## src/rtl/rll27_encoder.sv

```systemverilog
// rll27_encoder: streaming RLL(2,7) rate-1/2 encoder.
// Serial data bits are parsed into prefix-free words of 2..4 bits. Each
// complete word is replaced by a 4..8 bit codeword that is shifted out one
// bit per output handshake. An optional NRZI stage turns code bits into line
// levels, and sr_o keeps the most recent line bits (newest in the LSB).
module rll27_encoder #(
    parameter int unsigned SR_WIDTH = 8,
    parameter bit          NRZI     = 1'b0
) (
    input  logic                clk_i,
    input  logic                rst_i,
    input  logic                data_i,
    input  logic                data_valid_i,
    output logic                data_ready_o,
    input  logic                flush_i,
    output logic                code_o,
    output logic                code_valid_o,
    input  logic                code_ready_i,
    output logic [SR_WIDTH-1:0] sr_o
);

    // ------------------------------------------------------------------
    // Word recognition helpers. The parse buffer holds bits oldest-first
    // towards the MSB, so the word is bits[len-1:0] read MSB first.
    // ------------------------------------------------------------------

    // True when the buffered bits form one of the seven table words.
    function automatic logic word_complete(input logic [2:0] len,
                                           input logic [3:0] bits);
        logic r;
        r = 1'b0;
        case (len)
            3'd2:    r = bits[1];                  // 10, 11
            3'd3:    r = (bits[2:0] != 3'b001);    // 000, 010, 011 (001 is a prefix)
            3'd4:    r = 1'b1;                     // 0010, 0011
            default: r = 1'b0;
        endcase
        return r;
    endfunction

    // Codeword lookup: returns {bit count, codeword MSB-aligned in 8 bits}.
    function automatic logic [11:0] codeword(input logic [2:0] len,
                                             input logic [3:0] bits);
        logic [11:0] r;
        r = 12'd0;
        case (len)
            3'd2: begin
                case (bits[1:0])
                    2'b10:   r = {4'd4, 8'b0100_0000};
                    2'b11:   r = {4'd4, 8'b1000_0000};
                    default: r = 12'd0;
                endcase
            end
            3'd3: begin
                case (bits[2:0])
                    3'b000:  r = {4'd6, 8'b0001_0000};
                    3'b010:  r = {4'd6, 8'b1001_0000};
                    3'b011:  r = {4'd6, 8'b0010_0000};
                    default: r = 12'd0;
                endcase
            end
            3'd4: begin
                case (bits[3:0])
                    4'b0010: r = {4'd8, 8'b0010_0100};
                    4'b0011: r = {4'd8, 8'b0000_1000};
                    default: r = 12'd0;
                endcase
            end
            default: r = 12'd0;
        endcase
        return r;
    endfunction

    // ------------------------------------------------------------------
    // State
    // ------------------------------------------------------------------
    logic [3:0]          pbuf_bits_q, pbuf_bits_d;
    logic [2:0]          pbuf_len_q,  pbuf_len_d;
    logic [7:0]          em_q,        em_d;
    logic [3:0]          cnt_q,       cnt_d;
    logic                lvl_q,       lvl_d;
    logic [SR_WIDTH-1:0] sr_q,        sr_d;

    // Combinational helpers
    logic        pbuf_full_s;
    logic [11:0] cw_s;
    logic        hs_s;
    logic        raw_s;
    logic        line_s;
    logic        load_s;
    logic        accept_s;
    logic        pad_s;

    // Decode the parse buffer and derive the handshake / load / append strobes.
    always_comb begin
        pbuf_full_s = word_complete(pbuf_len_q, pbuf_bits_q);
        cw_s        = codeword(pbuf_len_q, pbuf_bits_q);
        hs_s        = (cnt_q != 4'd0) & code_ready_i;
        raw_s       = em_q[7];
        if (NRZI) begin
            line_s = lvl_q ^ raw_s;
        end else begin
            line_s = raw_s;
        end
        // The emitter is free for a new word when idle, or when its last bit
        // leaves this cycle, which keeps back-to-back codewords gapless.
        load_s   = pbuf_full_s &
                   ((cnt_q == 4'd0) | ((cnt_q == 4'd1) & hs_s));
        // A complete word blocks input, so accept and load never coincide.
        accept_s = data_valid_i & ~pbuf_full_s;
        // Flush pads a partial word with zeros; real data always wins.
        pad_s    = flush_i & ~data_valid_i & (pbuf_len_q != 3'd0) & ~pbuf_full_s;
    end

    // Parse buffer next state: clear on load, otherwise append data or a pad zero.
    always_comb begin
        pbuf_bits_d = pbuf_bits_q;
        pbuf_len_d  = pbuf_len_q;
        if (load_s) begin
            pbuf_bits_d = 4'd0;
            pbuf_len_d  = 3'd0;
        end else if (accept_s) begin
            pbuf_bits_d = {pbuf_bits_q[2:0], data_i};
            pbuf_len_d  = pbuf_len_q + 3'd1;
        end else if (pad_s) begin
            pbuf_bits_d = {pbuf_bits_q[2:0], 1'b0};
            pbuf_len_d  = pbuf_len_q + 3'd1;
        end else begin
            pbuf_bits_d = pbuf_bits_q;
            pbuf_len_d  = pbuf_len_q;
        end
    end

    // Emitter next state: load a fresh codeword, or shift one bit out per handshake.
    always_comb begin
        em_d  = em_q;
        cnt_d = cnt_q;
        if (load_s) begin
            em_d  = cw_s[7:0];
            cnt_d = cw_s[11:8];
        end else if (hs_s) begin
            em_d  = {em_q[6:0], 1'b0};
            cnt_d = cnt_q - 4'd1;
        end else begin
            em_d  = em_q;
            cnt_d = cnt_q;
        end
    end

    // Line level and snapshot register advance only when a bit is handed off.
    always_comb begin
        lvl_d = lvl_q;
        sr_d  = sr_q;
        if (hs_s) begin
            lvl_d   = line_s;
            sr_d    = sr_q << 1'b1;
            sr_d[0] = line_s;
        end else begin
            lvl_d = lvl_q;
            sr_d  = sr_q;
        end
    end

    // State registers with synchronous reset discarding any pending word or codeword.
    always_ff @(posedge clk_i) begin
        if (rst_i) begin
            pbuf_bits_q <= 4'd0;
            pbuf_len_q  <= 3'd0;
            em_q        <= 8'd0;
            cnt_q       <= 4'd0;
            lvl_q       <= 1'b0;
            sr_q        <= '0;
        end else begin
            pbuf_bits_q <= pbuf_bits_d;
            pbuf_len_q  <= pbuf_len_d;
            em_q        <= em_d;
            cnt_q       <= cnt_d;
            lvl_q       <= lvl_d;
            sr_q        <= sr_d;
        end
    end

    // Outputs are decoded straight from flops only.
    assign data_ready_o = ~pbuf_full_s;
    assign code_valid_o = (cnt_q != 4'd0);
    assign code_o       = line_s;
    assign sr_o         = sr_q;

endmodule
```

## config.mk

```make
export PLATFORM = sky130hd
export DESIGN_NAME = rll27_encoder
export DESIGN_NICKNAME = d
export VERILOG_FILES = /design/src/rtl/rll27_encoder.sv
export SDC_FILE = /design/constraint.sdc
export NUM_CORES = 1
export LEC_CHECK = 0
export BUFFER_PORTS_ARGS = -buffer_cell sky130_fd_sc_hd__buf_2
export CAP_MARGIN = 20
export CORE_AREA = 4 4 70 72
export DETAILED_ROUTE_END_ITERATION = 8
export DIE_AREA = 0 0 74 76
export SLEW_MARGIN = 30
export SYNTH_ARGS = -nofsm -noshare
export SYNTH_HDL_FRONTEND = slang
export SYNTH_SLANG_ARGS = --single-unit
```

## constraint.sdc

```tcl
create_clock -name clk_i -period 2.4 [get_ports clk_i]
set_input_delay 0.36 -clock clk_i [delete_from_list [all_inputs] [get_ports clk_i]]
set_output_delay 0.36 -clock clk_i [all_outputs]
set_load 0.05 [all_outputs]
```

==> flow_summary_export.csv <==
group,metric,value,unit
sta,max-slew-margin-rel,0.639,
place,dp.final_hpwl,1.94,mm
sta,fmaxAchievable,446,MHz
synth,syn-instance-count,156,
sta,finalWorstPathRequiredPeriod,2240,ps
synth,syn-mean-instance-area,8.06,µm²
cells_and_area,drive_above_1_share,0.165,
worst_setup_path,timing.critical_path.to_type,"primary output",
worst_setup_path,crit_path_max_fanout,9,
floorplanning,fp.dieArea,0.00562,mm²
clock_tree,post_cts_sizing_count,0,
clock_tree,cts.reportedPaths.clkPinSlew,90,ps
clock_tree,clock_tree.root_cell,"sky130_fd_sc_hd__clkbuf_8",
synth,netlist.area_leader.share,0.398,
run,max_capacitance_violation_count,0,
floorplanning,vertical_die_dimension,76,µm
route,routed_wirelength,2.69,mm
cells_and_area,post-route-util,0.333,
synth,netlist.top_cell.by_area,"sky130_fd_sc_hd__dfxtp_1",
cells_and_area,num_antenna_cells,0,
worst_setup_path,worst-endpoint-arrival,1880,ps
synth,synthDistinctLibCells,39,
sta,totalNegativeSetupSlack,0,ps
synth,synth.cell_area,0.00126,mm²
synth,yosys_warnings,0,
pwr,finalPower,1.52,mW
clock_tree,h_tree_levels,1,
place,pre_cts_ws,302,ps
cells_and_area,syn2layout_area_growth,13.8,%
route,dr_total_vias,1076,
clock_tree,tritoncts,"built",
hold_path,hold_class,"input pin to register",
route,dr.pass1.iters,4,
sta,timing_hold_violations_final,0,
clock_tree,tritoncts.num_buffers,3,
route,routed_wire_length_per_instance,12.1,µm
place,routabilityCongestion,0.832,
pwr,power_density,1060,mW/mm²
pwr,power.ir.vdd_worst,0.401,mV
grt,maximum_number_of_pins_on_one_net_before_global_route_repair,24,
synth,async_flop_share,0,
clock_tree,cts-hold-fix-buffers,0,
worst_setup_path,crit_required,2040,ps
floorplanning,die_w,74,µm
route,ant_nets,0,
pwr,power.leakage,0.574,nW
synth,synth.ff_latch_count,25,
grt,via_count_of_the_first_global_routing_pass,1033,
floorplanning,core,0.00429,mm²
sta,final_critical_path_setup_slack,158,ps
clock_tree,cts_num_sinks,25,
worst_setup_path,worstSetupStartpointType,"register",
grt,globalRouteOverflowTotal,0,
sta,timing_max_transition_violations_final,0,
synth,share_of_synthesized_area_occupied_by_flip_flops_and_latches,0.398,
outcome,outcome,"completed",
route,initialDrtViolationCount,83,
sta,timing.final.crit_share,0.934,
clock_tree,clock_insertion_delay_worst_skew,270,ps
cells_and_area,ff_latch_area,500,µm²
place,place_area,0.00138,mm²
synth,synth_enable_flop_cells,0,
floorplanning,num_io_pins,17,
cells_and_area,multi_input_area,696,µm²
sta,transition_at_the_pin_with_the_smallest_max_transition_slack,542,ps
cells_and_area,finalInstanceArea,0.00143,mm²
floorplanning,initial_core_util,0.293,
synth,synth_most_common_cell,"sky130_fd_sc_hd__nand2_1",
sta,finalSetupViolCount,0,
clock_tree,cts_buffer_depth,2,
synth,syn_nets,168,
synth,yosys-top-cells-area,"sky130_fd_sc_hd__dfxtp_1 40%, sky130_fd_sc_hd__nand2_1 10%, sky130_fd_sc_hd__ha_1 6.0%, sky130_fd_sc_hd__a21oi_1 5.6%, sky130_fd_sc_hd__nor3_1 3.6%",
route,route.detailed.vias_per_inst,4.85,
route,drc,0,
grt,grt_antenna_before_repair,0,
synth,dominantRegCellSynth,"sky130_fd_sc_hd__dfxtp_1",
cells_and_area,num-fill-cells,476,
cells_and_area,finalNetCount,183,
clock_tree,postCtsSetupBuffers,0,
grt,track_usage,0.103,
grt,grt_pass1_wl,4.73,mm
synth,netlist_top_cells_count,"34 x sky130_fd_sc_hd__nand2_1, 25 x sky130_fd_sc_hd__dfxtp_1, 14 x sky130_fd_sc_hd__a21oi_1, 10 x sky130_fd_sc_hd__nor2_1, 9 x sky130_fd_sc_hd__nor3_1",
worst_setup_path,timing.setup.critical_path_class,"register to primary output",
sta,unrepaired_setup_endpoints_after_global_routing,"no",
sta,clock_skew,4.91,ps
floorplanning,placementRows,24,
place,count_of_port_buffers_added_during_placement,16,
[placed cells by master, fill, tap and decap left out, types with 3 or more instances in the layout]
master	instances
sky130_fd_sc_hd__clkbuf_8	3
sky130_fd_sc_hd__a21oi_1	14
sky130_fd_sc_hd__nand2_1	34
sky130_fd_sc_hd__inv_1	7
sky130_fd_sc_hd__nor3_1	9
sky130_fd_sc_hd__nor2_1	10
sky130_fd_sc_hd__nand3_1	4
sky130_fd_sc_hd__xnor2_1	3
sky130_fd_sc_hd__buf_2	16
sky130_fd_sc_hd__dfxtp_1	25
sky130_fd_sc_hd__ha_1	6
sky130_fd_sc_hd__mux2i_1	4
[logic make-up after synthesis]
group,after synthesis,synth area share
simple gates,74,0.280
compound gates,28,0.152
flops,25,0.398
buf+inv,15,0.0488
fa+ha+maj,6,0.0597
mux,5,0.0408
xor+xnor,3,0.0209
[report_power, final]
group,switching [mW],internal (mW),total [mW]
combinational,0.443,0.277,0.720
sequential,0.0662,0.478,0.544
clock,0.137,0.117,0.254
[routing by layer]
layer | GRT usage | wire length [µm] | vias to the layer above | part of all wire
met3 | 0.0198 | 138 | 0 | 0.051
met2 | 0.168 | 1350 | 21 | 0.50
met5 | 0 | 0 | - | 0
met1 | 0.136 | 1200 | 495 | 0.45
li1 | - | - | 560 | -
met4 | 0.0272 | 0 | 0 | 0
[final timing paths]
check | startpoint | end | slack (ps) | depth (start not counted)
setup / recovery | pbuf_bits_q[0]$_SDFFE_PP0P_ | data_ready_o | 160 | 4
hold / removal | data_valid_i | pbuf_bits_q[0]$_SDFFE_PP0P_ | 400 | 3
setup reg to reg | pbuf_bits_q[0]$_SDFFE_PP0P_ | pbuf_len_q[2]$_SDFFE_PP0P_ | 300 | 5
hold reg to reg | sr_o[4]$_SDFFE_PP0P_ | sr_o[5]$_SDFFE_PP0P_ | 470 | 2
[through the flow]
step | hold WS, ps | instances
floorplan | 436 | 156
finish | 400 | 222
global route | 413 | 222
detailed placement | 460 | 218
CTS | 393 | 222
global placement | 441 | 218
[worst max-delay path, cell delays in order, from the launching register on]
cell and delay, ps:
sky130_fd_sc_hd__dfxtp_1 480, sky130_fd_sc_hd__or3b_1 390, sky130_fd_sc_hd__a221o_1 380, sky130_fd_sc_hd__nand2_1 110
sky130_fd_sc_hd__buf_2 260
[flip-flops by register name (all words and copies together), names as in the netlist]
signal	count
sr_o	8
em_q	6
cnt_q	4
pbuf_bits_q	4
pbuf_len_q	3
[layout make-up]
class,instances,area share
Inverter,7,0.0184
Tap cell,52,0.0455
Multi-Input combinational cell,116,0.486
Clock buffer,3,0.0288
Sequential cell,25,0.350
Clock inverter,1,0.00524
Timing Repair Buffer,18,0.0664
No activity file was read; power rests on OpenSTA's default activity.
